`src/rtl/bbc_timing_pkg.sv`:
```
// -----------------------------------------------------------------------------
// bbc_timing_pkg
//
// Shared timing definitions for the 2 MHz / 1 MHz clock-enable generator.
//
// Contents:
//   stretch_state_e     - CPU-cycle stretcher states (IDLE, SYNC, ACCESS)
//   SLOT_A / SLOT_B     - encoding of the 1 MHz half-period flag (ph1m)
//   DEFAULT_CLK_PER_2M  - system clocks per 2 MHz slot at 32 MHz
//   div_width()         - counter width needed for a given slot length
// -----------------------------------------------------------------------------
package bbc_timing_pkg;

  // IDLE   : normal 2 MHz CPU cycles.
  // SYNC   : request arrived in slot B; waiting out that slot so the
  //          access can start aligned to a 1 MHz period.
  // ACCESS : the CPU cycle is held for the slot B that completes the
  //          1 MHz period.
  typedef enum logic [1:0] {
    IDLE   = 2'd0,
    SYNC   = 2'd1,
    ACCESS = 2'd2
  } stretch_state_e;

  // ph1m value during each half of a 1 MHz period.
  localparam logic SLOT_A = 1'b0;
  localparam logic SLOT_B = 1'b1;

  // 32 MHz system clock / 2 MHz slot rate.
  localparam int DEFAULT_CLK_PER_2M = 16;

  // Width of a counter that must hold 0..clk_per_slot-1.
  function automatic int div_width(input int clk_per_slot);
    return (clk_per_slot <= 2) ? 1 : $clog2(clk_per_slot);
  endfunction

endpackage : bbc_timing_pkg

```
`src/rtl/mhz1_cycle_stretcher_slot_timebase.sv`:
```
// -----------------------------------------------------------------------------
// slot_timebase
//
// Free-running 2 MHz slot counter and 1 MHz phase flag. The timebase never
// stalls; the stretcher only decides which slot ends become CPU cycle ends.
//
// Parameters:
//   CLK_PER_2M  system clocks per 2 MHz slot (even, >= 4)
//
// Ports:
//   clk          in   system clock
//   reset        in   synchronous active-high reset (div_cnt=0, ph1m=SLOT_A)
//   decision_pt  out  high in the cycle whose closing edge is the decision
//                     point (div_cnt == CLK_PER_2M-2)
//   slot_end     out  high in the last cycle of a slot (div_cnt == CLK_PER_2M-1)
//   slot_b       out  current slot is slot B (ph1m, a flop output)
// -----------------------------------------------------------------------------
module slot_timebase
  import bbc_timing_pkg::*;
#(
  parameter int CLK_PER_2M = DEFAULT_CLK_PER_2M
) (
  input  logic clk,
  input  logic reset,
  output logic decision_pt,
  output logic slot_end,
  output logic slot_b
);

  localparam int CW = div_width(CLK_PER_2M);
  localparam logic [CW-1:0] DIV_LAST   = CW'(CLK_PER_2M - 1);
  localparam logic [CW-1:0] DIV_DECIDE = CW'(CLK_PER_2M - 2);

  logic [CW-1:0] div_cnt_reg;
  logic          ph1m_reg;

  // ph1m flips exactly when the counter wraps, so a 1 MHz period is always
  // one slot A followed by one slot B.
  always_ff @(posedge clk) begin
    if (reset) begin
      div_cnt_reg <= '0;
      ph1m_reg    <= SLOT_A;
    end else if (div_cnt_reg == DIV_LAST) begin
      div_cnt_reg <= '0;
      ph1m_reg    <= ~ph1m_reg;
    end else begin
      div_cnt_reg <= div_cnt_reg + 1'b1;
    end
  end

  assign decision_pt = (div_cnt_reg == DIV_DECIDE);
  assign slot_end    = (div_cnt_reg == DIV_LAST);
  assign slot_b      = (ph1m_reg == SLOT_B);

endmodule : slot_timebase

```
`src/rtl/mhz1_cycle_stretcher.sv`:
```
// -----------------------------------------------------------------------------
// mhz1_cycle_stretcher
//
// Produces the 2 MHz CPU clock enable and the 1 MHz peripheral clock enable.
// A CPU cycle flagged by the address decoder as a 1 MHz access is stretched
// so the access covers one whole 1 MHz period (slot A + slot B):
//   request decided in slot A -> cycle lasts 2 slots
//   request decided in slot B -> cycle lasts 3 slots (waits for next slot A)
//
// Parameters:
//   CLK_PER_2M  system clocks per 2 MHz slot (even, >= 4)
//
// Ports:
//   clk         in   system clock (32 MHz nominal)
//   reset       in   synchronous active-high reset; aborts any stretch
//   mhz1_req    in   address decoder's 1 MHz region flag for this CPU cycle
//   stretch_en  in   0 = ignore mhz1_req, never stretch
//   cpu_clken   out  one-clk pulse ending each CPU cycle
//   mhz1_clken  out  one-clk pulse at the end of every 1 MHz period
//   mhz1_phase  out  0 in slot A, 1 in slot B
//   stretching  out  high while the CPU cycle is being held
//   io_commit   out  one-clk pulse with cpu_clken ending a stretched access
//
// All outputs are flops. Pulses are computed at the decision-point edge so
// they are high exactly during the slot-end cycle that follows it.
// -----------------------------------------------------------------------------
module mhz1_cycle_stretcher
  import bbc_timing_pkg::*;
#(
  parameter int CLK_PER_2M = DEFAULT_CLK_PER_2M
) (
  input  logic clk,
  input  logic reset,
  input  logic mhz1_req,
  input  logic stretch_en,
  output logic cpu_clken,
  output logic mhz1_clken,
  output logic mhz1_phase,
  output logic stretching,
  output logic io_commit
);

  logic decision_pt;
  logic slot_end;
  logic slot_b;

  slot_timebase #(
    .CLK_PER_2M (CLK_PER_2M)
  ) u_timebase (
    .clk         (clk),
    .reset       (reset),
    .decision_pt (decision_pt),
    .slot_end    (slot_end),
    .slot_b      (slot_b)
  );

  stretch_state_e state_reg;
  logic           cpu_clken_reg;
  logic           mhz1_clken_reg;
  logic           stretching_reg;
  logic           io_commit_reg;

  logic req;
  assign req = mhz1_req & stretch_en;

  // Single FSM + output register block. Inputs are only looked at on the
  // decision-point edge while IDLE; once a stretch starts it runs to
  // completion regardless of mhz1_req / stretch_en.
  always_ff @(posedge clk) begin
    if (reset) begin
      state_reg      <= IDLE;
      cpu_clken_reg  <= 1'b0;
      mhz1_clken_reg <= 1'b0;
      stretching_reg <= 1'b0;
      io_commit_reg  <= 1'b0;
    end else begin
      // Pulses default low so they last exactly the slot-end cycle.
      cpu_clken_reg  <= 1'b0;
      mhz1_clken_reg <= 1'b0;
      io_commit_reg  <= 1'b0;

      if (decision_pt) begin
        // The slot about to end is slot B: that closes a 1 MHz period.
        mhz1_clken_reg <= slot_b;

        case (state_reg)
          IDLE: begin
            if (req) begin
              // Starting in slot B needs one extra slot to realign with
              // the start of a 1 MHz period.
              state_reg      <= slot_b ? SYNC : ACCESS;
              stretching_reg <= 1'b1;
            end else begin
              cpu_clken_reg  <= 1'b1;
            end
          end
          SYNC: begin
            state_reg <= ACCESS;
          end
          ACCESS: begin
            state_reg     <= IDLE;
            cpu_clken_reg <= 1'b1;
            io_commit_reg <= 1'b1;
          end
          default: begin
            state_reg <= IDLE;
          end
        endcase
      end else if (slot_end) begin
        // stretching stays high through the commit slot end and drops on
        // the first cycle of the next CPU cycle.
        stretching_reg <= (state_reg != IDLE);
      end
    end
  end

  assign cpu_clken  = cpu_clken_reg;
  assign mhz1_clken = mhz1_clken_reg;
  assign mhz1_phase = slot_b;
  assign stretching = stretching_reg;
  assign io_commit  = io_commit_reg;

endmodule : mhz1_cycle_stretcher

```
`config.mk`:
```
export PLATFORM = sky130hd
export DESIGN_NAME = mhz1_cycle_stretcher
export DESIGN_NICKNAME = d
export VERILOG_FILES = /design/src/rtl/bbc_timing_pkg.sv /design/src/rtl/mhz1_cycle_stretcher_slot_timebase.sv /design/src/rtl/mhz1_cycle_stretcher.sv
export SDC_FILE = /design/constraint.sdc
export NUM_CORES = 1
export LEC_CHECK = 0
export ABC_AREA = 1
export ABC_CLOCK_PERIOD_IN_PS = 1300
export BUFFER_PORTS_ARGS = -buffer_cell sky130_fd_sc_hd__buf_4
export CAP_MARGIN = 25
export CORE_AREA = 3 3 40 42
export DETAILED_ROUTE_END_ITERATION = 16
export DIE_AREA = 0 0 43 45
export GPL_TIMING_DRIVEN = 0
export PLACE_DENSITY = 0.64
export RECOVER_POWER = 100
export SYNTH_ARGS = -nofsm -noshare
export SYNTH_HDL_FRONTEND = slang
export SYNTH_SLANG_ARGS = --single-unit
```
`constraint.sdc`:
```
create_clock -name clk -period 1.3 [get_ports clk]
set_input_delay 0.195 -clock clk [delete_from_list [all_inputs] [get_ports clk]]
set_output_delay 0.195 -clock clk [all_outputs]
set_load 0.02 [all_outputs]
```
* After elaboration in Yosys (flattened, before gate mapping)
Cells that the tools add are included.
Storage, ports and cells: output and inout bits 5, word-level logic and storage cells 35, flip-flop bits (word level) 11, input bits 4
Operators by class: bitwise operators 3, reductions and logical operators 7, multiplexer cells 10, equal/unequal tests 7, add/sub/neg operators 1
Operators with widths (count):
- 4-bit == test, second input constant | 2
- 1-bit two-way mux | 6
- 4-bit by 1-bit adder with 4-bit output, second input constant | 1
- 2-bit two-way mux | 2
- 2-bit by 1-bit inequality test with 1-bit output, second input constant | 2
- 2-bit case mux with 2 select lines | 1
- 2-bit nonzero test | 2
- 2-bit OR reduction | 2
- 3-bit AND reduction | 1
- 2-bit by 1-bit == test with 1-bit output, second input constant | 1
- 2-bit == test, second input constant | 1
- 2-bit logical NOT | 1
- 2-bit inequality test, second input constant | 1
- 1-bit inverter | 2
- 1-bit case mux with 2 select lines | 1
- 2-bit AND reduction | 1
- 1-bit bitwise AND | 1

* Logic depth before layout (Yosys ltp)
Gate-level depths: netlist of the first run.
depth after elaboration 4, mapped depth 8, depth with buffers taken out 8

* By module
A second synthesis of the first run with hierarchy kept.
Unflattened totals: cells, all modules 62, area total of the unflattened synthesis 474.2 µm²
By module, submodules not included:
- mhz1_cycle_stretcher | instances 1, cells each 34, area an instance 246.5 µm², sequential area each 120.1 µm²
- slot_timebase | instances 1, cells each 28, area an instance 227.7 µm², sequential area each 100.1 µm²

* Worst setup path before layout of the first run
OpenSTA, ideal clock, no wires.
path type register -> register, from register u_timebase.div_cnt_reg[0], to register stretching_reg, in the netlist stretching, path slack 0.235 ns, stages on the path, launching flop included 9, library setup time 0.109 ns, clock period less this slack 1.065 ns, arrival time 0.956 ns, buffers on the path 0, required time 1.191 ns, cell sequence dfxtp_1 -> inv_1 -> ha_1 -> inv_1 -> nand4_1 -> nand2_1 -> nand3_1 -> nand2_1 -> inv_1
Between the ends: longest elaborated chain between the ends 3, elaborated cells between the ends (all ways) 7, classes of those cells 4 x eq/ne; 1 x mux; 2 x reduce/logical
Ends and longest elaborated chain:
- from (decl) | line mhz1_cycle_stretcher_slot_timebase.sv:34 | logic [CW-1:0] div_cnt_reg;
- from (signal assigned) | line mhz1_cycle_stretcher_slot_timebase.sv:47 | div_cnt_reg <= div_cnt_reg + 1'b1;
- 4-bit == test (on tied branches) | line mhz1_cycle_stretcher_slot_timebase.sv:51, mhz1_cycle_stretcher_slot_timebase.sv:52
- 2-bit by 1-bit inequality test with 1-bit output (no line) / 2-bit nonzero test (equally long branches)
- 3-bit AND reduction (no line)
- to (signal assigned) | line mhz1_cycle_stretcher.sv:112 | stretching_reg <= (state_reg != IDLE);
- to (decl) | line mhz1_cycle_stretcher.sv:60 | logic stretching_reg;
Parallel ways exist; a longest one is shown, timed or not. A chain may end at the register's enable or synchronous reset.

* Worst setup path in the final report of the first run
Same ends and word-level chain as after synthesis.

==> results.md, run 1 <==
- Max Root-Sink Buffers: 2
- Critical path class: register to register
- Worst vdd ir: 571 uV
- Floorplan row count: 13
- Synth area leader: dfxtp_1
- Worst Tran Pin Value: 251 ps
- Worst-path fanout max: 4
- Synth Cell Area: 470 um^2
- Via count: 384
- Post-synth EDFFs: 0
- Clock Latency Late Sink: 270 ps
- Library cells used by synthesis: 16
- Total negative slack: 0 ps
- Maximum clock rate: 0.866 GHz
- Placed Cells: 82
- Critical Path Max Stage Delay: 380 ps
- # setup viols final: 0
- Root buffer cell: clkbuf_4
- Gp weighted congestion: 0.763
- Vias in the first global route: 347
- P&R area growth vs syn: 17.3%
- TritonCTS clock tree: done
- Post-synth top cells: dfxtp_1, inv_1, nand2_1, nor2_1, a21oi_1
- Initial DRT Pass Iterations: 4
- Grt ovf: 0
- DR DRC count: 0
- Relative slew slack: 83.4%
- Syn avg cell area: 7.97 um^2
- Cells along the critical path: inv_1 > ha_1 > inv_1 > nand4_1 > nand2_1 > nand3_1 > nand2_1 > inv_1
- Die area: 0.00194 mm^2
- Number of I/O pins: 9
- Post-route ant nets: 0
- Final WL: 737 um
- Total GRT Usage: 9.36%
- Most frequent cell on the critical path: inv_1
- Hold WS: 106 ps
- Count of input and output buffers: 8
- Final WS setup: 145 ps
- Largest net degree at the start of global routing: 7
- Worst hold path type: primary input to register
- Design Power: 617 uW
- Antenna cells: 0
- CTS H-tree lvls: 1
- Flops & latches, synth: 11
- Core Area: 0.00128 mm^2
- Crit path DAT: 1330 ps
- Startpoint Class: register
- Most common cell in the synthesized netlist: dfxtp_1
- Initial Utilization: 36.6%
- Seq/Total Area, Yosys: 46.8%
- Setup slack at placement: 161 ps
- Crit end category: register
- DR iter-0 viols: 7
- P_leak: 0.000219 uW
- Clock Sinks: 11
- Total CTS buffers: 3
- Synth Flop Type: dfxtp_1
- P per Cell Area: 1120 mW/mm^2
- Final hold vios: 0
- WL per Instance: 8.57 um
- Non-filler cells, final: 86
- Fin. max-slew vios: 0
- Minimum clock period: 1150 ps
- Critical Path RT: 1470 ps
- Worst Skew: 1.00 ps
- DR vias/cell: 4.47
- Max_cap viols: 0
- Share of the synthesized area in the top cell type: 46.8%
- RSZ-0062 raised after global routing: false
- Net Count, Synth: 65
- Syn Inst Count: 59
- Max reg flops: 4
- Yosys warns: 0
- FFs w/ async S/R, synth: 0%
- Fill count: 138
- Outcome: finished, final reports clean
- CTS clk-pin slew, worst paths: 70 ps
- Slowest cell on the critical path: dfxtp_1
- Nets: 78
- Chip width: 43 um
- Global-route wire length before repair: 1340 um
- Synth area leaders: dfxtp_1, inv_1, nand2_1
- Die H: 45 um
- Hpwl dp: 587 um
- Final period util: 88.8%
- Initial antenna violation count: 0
- Layout cells sized above 1: 15.5%
==> worst max-delay path, delay by kind of cell, from the launching register on <==
| kind | cells | cell delay [ps] |
|---|---|---|
| DFF | 1 | 380 |
| and+or+nand+nor | 4 | 290 |
| buffers and inverters | 3 | 210 |
| adders and majority gates | 1 | 180 |
==> stage by stage <==
step	cell area, um^2	utilization, %
floorplan	470	-
global placement	549	42.7
detailed placement	549	42.7
CTS	576	44.8
global route	552	42.9
finish	552	42.9
==> report_power, final <==
part | internal (uW) | switching [uW] | leakage [uW]
Clock | 119 | 111 | 0.0000150
Combinational | 16.6 | 18.2 | 0.000114
Sequential | 345 | 7.97 | 0.0000892
==> metal layers <==
metal  vias to the layer above  GRT usage (%)  part of all wire [%]
met4                         0           7.23                   3.4
met2                         9           14.4                    45
met5                         -              0                     0
li1                        210              -                     -
met1                       162           10.9                    43
met3                         3           2.79                   8.1
==> kinds of logic (layout without fill, tap and decap cells) <==
logic type | count (synthesis) | after routing | share of synthesized area, %
and+or+nand+nor | 25 | 25 | 26.1
adders and majority gates | 2 | 2 | 5.32
buffers and inverters | 11 | 23 | 8.78
DFF | 11 | 11 | 46.8
AOI/OAI and AO/OA | 9 | 9 | 11.2
xor gates and xnor gates | 1 | 1 | 1.86
==> cells in the final DEF, fill, tap and decap left out <==
master / synthesis / layout
a211oi_1: 0 / 1
a21oi_1: 5 / 5
buf_4: 0 / 3
clkbuf_1: 0 / 6
clkbuf_4: 0 / 3
dfxtp_1: 11 / 11
ha_1: 2 / 1
ha_2: 0 / 1
inv_1: 9 / 10
inv_2: 2 / 1
nand2_1: 8 / 9
nand2_2: 2 / 1
nand3_1: 4 / 4
nand4_1: 1 / 1
nor2_1: 7 / 7
nor2_4: 1 / 1
nor3_2: 1 / 1
o21ai_0: 0 / 1
o21ai_1: 3 / 2
or2_0: 1 / 1
xnor2_1: 1 / 1
==> what timing repair did <==
action                                  4_1_cts  5_1_grt
endpoints found under the setup margin        0        1
setup buffers                                 0        0
gates resized for setup                       0        1
hold buffers                                  0        0
==> layout make-up <==
cell class / instances / area [um^2] / area share [%]
clock buffers: 4 / 26.3 / 4.76
inverters: 11 / 41.3 / 7.48
multi-input cells: 37 / 204 / 37.0
flip-flops and latches: 11 / 220 / 39.9
well taps: 15 / 18.8 / 3.40
repair buffers: 8 / 41.3 / 7.48
==> path summary, 6_finish.rpt <==
path                          endpoint                       from  slack (ps)  cells after the start
max                         stretching  u_timebase.div_cnt_reg[0]         150                      8
max reg2reg                 stretching  u_timebase.div_cnt_reg[0]         150                      8
min                       state_reg[0]                      reset         110                      2
min reg2reg  u_timebase.div_cnt_reg[0]  u_timebase.div_cnt_reg[0]         480                      1
Power figures use the tool's default switching activity.
==> run 2, diff against run 1 <==
- ABC_AREA: 1 -> not set
- PLACE_DENSITY: 0.64 -> 0.62
==> results.md, run 2 <==
- P per Cell Area: 1020 mW/mm^2
- Crit path DAT: 1460 ps
- Crit path launch: u_timebase.div_cnt_reg[1]
- Global-route wire length before repair: 1470 um
- Synth area leaders: dfxtp_1, ha_1, nand4b_1
- Worst hold path type: primary input to register
- Synth Flop Type: dfxtp_1
- Hold-fix buffers, CTS: 0
- Total negative slack: 0 ps
- RSZ-0062 raised after global routing: true
- Reg power frac: 55.6%
- Post-synth top cells: dfxtp_1, inv_1, a21oi_1, nor2_1, nor3_1
- Critical Path Max Stage Delay: 380 ps
- Root buffer cell: clkbuf_4
- Fin. max-slew vios: 0
- Number of I/O pins: 9
- Relative slew slack: 69.2%
- Gp weighted congestion: 0.744
- Nets: 70
- Syn Inst Count: 46
- Pint: 491 uW
- Share of the synthesized area in the top cell type: 50.0%
- CTS clk-pin slew, worst paths: 70 ps
- Flops & latches, synth: 11
- Initial DRT Pass Iterations: 4
- Worst-path fanout max: 4
- Layout cells sized above 1: 44.4%
- DR iter-0 viols: 5
- Via count: 400
- Fill count: 128
- Cells along the critical path: ha_4 > nand3_4 > buf_6 > or3_4 > o21ai_2
- Critical path class: register to register
- Core Area: 0.00128 mm^2
- Grt ovf: 0
- Minimum clock period: 1250 ps
- Non-filler cells, final: 78
- Crit end category: register
- WL per Instance: 12.4 um
- Maximum clock rate: 0.800 GHz
- Total GRT Usage: 10.3%
- Critical Path RT: 1510 ps
- Final WS setup: 50.7 ps
- Clock Latency Late Sink: 270 ps
- Net Count, Synth: 52
- Reg2reg start: u_timebase.div_cnt_reg[1]
- Yosys warns: 0
- Max Root-Sink Buffers: 2
- FFs w/ async S/R, synth: 0%
- Synth area leader: dfxtp_1
- # setup viols final: 0
- Seq/Total Area, Yosys: 50.0%
- Chip width: 43 um
- Hpwl dp: 600 um
- Max_cap viols: 0
- Switching power: 154 uW
- DR vias/cell: 5.13
- Sw frac: 23.8%
- Library cells used by synthesis: 21
- Worst Tran Pin Value: 462 ps
- Antenna cells: 0
- Slowest cell on the critical path: dfxtp_4
- Syn avg cell area: 9.57 um^2
- Initial Utilization: 34.3%
- Buf/Inv on CP: 1
- Final period util: 96.1%
- Die H: 45 um
- Synth Cell Area: 440 um^2
- P&R area growth vs syn: 43.2%
- Total CTS buffers: 3
- CTS H-tree lvls: 1
- Startpoint Class: register
- Count of input and output buffers: 8
- Worst vdd ir: 427 uV
- Final WL: 964 um
- Clock network fraction of total power: 36.8%
- R2r setup slk: 50 ps
- Largest delay share family, worst path: simple AND/OR/NAND/NOR gates
- Vias in the first global route: 366
- Max reg flops: 4
- Floorplan row count: 13
- Outcome: finished, final reports clean
- Most frequent cells in the layout: clkbuf_1, buf_4, dfxtp_1
- Post-synth EDFFs: 0
- Gate power share: 7.6%
- Placed Cells: 69
- DR DRC count: 0
- Hold Path Origin: stretch_en
- Final hold vios: 0
- Clock Sinks: 11
- TritonCTS clock tree: done
- P_leak: 0.000227 uW
- Largest net degree at the start of global routing: 11
- Initial antenna violation count: 0
- Post-route ant nets: 0
- Most common cell in the synthesized netlist: dfxtp_1
- Setup slack at placement: -78.3 ps
- Worst Skew: 0.294 ps
- Die area: 0.00194 mm^2
-- run 2: cells by family after synthesis --
group,after synthesis,synth area share [%]
muxes,1,2.27
xor gates and xnor gates,2,3.98
adders and majority gates,2,5.68
and+or+nand+nor,17,23.3
DFF,11,50.0
AOI/OAI and AO/OA,8,10.5
buffers and inverters,5,4.26
-- run 2: timing repair --
action                     in CTS  in global routing
gates resized for setup         5                 14
pin swaps                       2                  3
setup endpoints to repair       3                  5
setup buffers                   4                  1
-- run 2: cell type report --
class	instances	area [um^2]	area share, %
Clock buffer	4	26.3	4.17
Inverter	4	15.0	2.38
Buffer	1	3.75	0.595
Tap cell	15	18.8	2.98
Timing Repair Buffer	13	82.6	13.1
Sequential cell	11	229	36.3
Multi-Input combinational cell	30	255	40.5
-- run 2: per-layer routing --
metal  wire length, um  vias up  track usage [%]
met2               488       12             15.9
met4                29        0             9.04
met1               398      190             12.7
li1                  -      196                -
met5                 0        -                0
met3                47        2             1.20
-- run 2: power by group through the flow --
stage | Sequential [uW] | Combinational [uW] | Clock [uW]
4_1_cts | 355 | 41.1 | 246
6_report | 358 | 49.1 | 238
3_5_place_dp | 363 | 35.3 | 0
3_3_place_gp | 362 | 35.3 | 0
5_1_grt | 360 | 54.7 | 259
2_1_floorplan | 361 | 23.1 | 0
-- run 2: worst paths after layout --
path	endpoint	cells after the start
max reg2reg	state_reg[1]	5
max	state_reg[1]	5
min	cpu_clken	2
min reg2reg	u_timebase.div_cnt_reg[0]	2
-- run 2: metrics by stage --
stage	hold slack, ps	util [%]	instance area, um^2	power (uW)
2_1_floorplan	304	-	440	384
3_3_place_gp	414	40.4	519	398
3_5_place_dp	428	40.4	519	398
4_1_cts	134	45.4	583	642
5_1_grt	141	49.1	631	673
6_report	132	49.1	631	645
==> run 3, diff against run 2 <==
- MAX_ROUTING_LAYER: not set -> met4
- RECOVER_POWER: 100 -> not set
==> results.md, run 3 (synthesis gave the netlist of run 2 again) <==
- # setup viols final: 0
- Number of I/O pins: 9
- Most frequent cells in the layout: buf_4, dfxtp_1, dfxtp_2
- Floorplan row count: 13
- Grt ovf: 0
- TritonCTS clock tree: done
- Max reg flops: 4
- Chip width: 43 um
- Clock Sinks: 11
- P_leak: 0.000248 uW
- Die H: 45 um
- Non-filler cells, final: 78
- Total CTS buffers: 3
- Antenna cells: 0
- Via count: 400
- Die area: 0.00194 mm^2
- Commonest non-fill, non-tap cell in the layout: buf_4
- Placed Cells: 69
- Crit path DAT: 1460 ps
- Startpoint Class: register
- Global-route wire length before repair: 1470 um
- Critical path class: register to register
- Maximum clock rate: 0.800 GHz
- Nets: 70
- DR vias/cell: 5.13
- Worst Tran Pin Value: 462 ps
- Largest delay share family, worst path: simple AND/OR/NAND/NOR gates
- Final WL: 964 um
- Slowest cell on the critical path: dfxtp_4
- Fin. max-slew vios: 0
- Final hold vios: 0
- Critical Path RT: 1510 ps
- Hold WS: 132 ps
- Setup slack at placement: -78.3 ps
- Initial DRT Pass Iterations: 4
- WL per Instance: 12.4 um
- CTS clk-pin slew, worst paths: 70 ps
- Hold-fix buffers, CTS: 0
- Max_cap viols: 0
- Worst-path fanout max: 4
- P per Cell Area: 993 mW/mm^2
- P&R area growth vs syn: 47.4%
- Initial antenna violation count: 0
- Largest net degree at the start of global routing: 11
- Post-route ant nets: 0
- RSZ-0062 raised after global routing: true
- Vias in the first global route: 366
- Total GRT Usage: 10.6%
- Critical Path Max Stage Delay: 380 ps
- Final period util: 96.1%
- Worst hold path type: primary input to register
- Layout cells sized above 1: 52.4%
- Clock Latency Late Sink: 270 ps
- Count of input and output buffers: 8
- Buf/Inv on CP: 1
- Max Root-Sink Buffers: 2
- Total negative slack: 0 ps
- Hpwl dp: 600 um
- Cells along the critical path: ha_4 > nand3_4 > buf_6 > or3_4 > o21ai_2
- Outcome: finished, final reports clean
- Minimum clock period: 1250 ps
- Worst vdd ir: 427 uV
- Worst Skew: 0.294 ps
- Relative slew slack: 69.2%
- Gp weighted congestion: 0.754
- Crit end category: register
- DR iter-0 viols: 5
- Initial Utilization: 34.3%
- Core Area: 0.00128 mm^2
- CTS H-tree lvls: 1
- DR DRC count: 0
- Final WS setup: 50.7 ps
- Root buffer cell: clkbuf_4
- Design Power: 645 uW
-- run 3: changes by cell type in the layout (fill, tap and decap cells not counted), sizes merged --
cell and change:
buf +5, clkbuf -5
-- run 3: cell type report --
cell class / instances / area, um^2
fill: 123 / 636
clock buffer: 4 / 26.3
inverter: 4 / 15.0
timing repair buffer: 13 / 101
tap: 15 / 18.8
sequential: 11 / 229
multi-input combinational: 30 / 255
buffer: 1 / 3.75
-- run 3: worst register-to-register path, stage by stage (launching register included) --
cell and delay, ps:
dfxtp_4 380, ha_4 150, nand3_4 80, buf_6 130, or3_4 320, o21ai_2 130
-- run 3: final timing paths --
path	startpoint	end	slack (ps)	depth (start not counted)
worst max register to register	u_timebase.div_cnt_reg[1]	state_reg[1]	50	5
worst max-delay path	u_timebase.div_cnt_reg[1]	state_reg[1]	50	5
worst min register to register	u_timebase.div_cnt_reg[0]	u_timebase.div_cnt_reg[0]	530	2
worst min-delay path	stretch_en	cpu_clken	130	2
-- run 3: timing repair --
action	in CTS	in global routing
gates resized for setup	5	14
setup buffers	4	1
pin swaps	2	3
setup endpoints to repair	3	5
-- run 3: metal layers --
metal | track usage, % | vias up | part of all wire [%]
li1 | - | 196 | -
met1 | 12.7 | 190 | 41
met2 | 15.9 | 12 | 51
met3 | 1.20 | 2 | 4.8
met4 | 9.04 | 0 | 3.0
met5 | - | - | 0
-- run 3: where the power goes --
| part | total [uW] | switching, uW | internal (uW) |
|---|---|---|---|
| Sequential | 358 | 12.0 | 346 |
| Combinational | 49.1 | 23.3 | 25.8 |
| Clock | 238 | 118 | 119 |
-- run 3: stage by stage --
stage	area, um^2	util [%]
finish	649	50.5
global route	649	50.5
CTS	583	45.4
detailed placement	519	40.4
global placement	519	40.4
floorplan	440	-
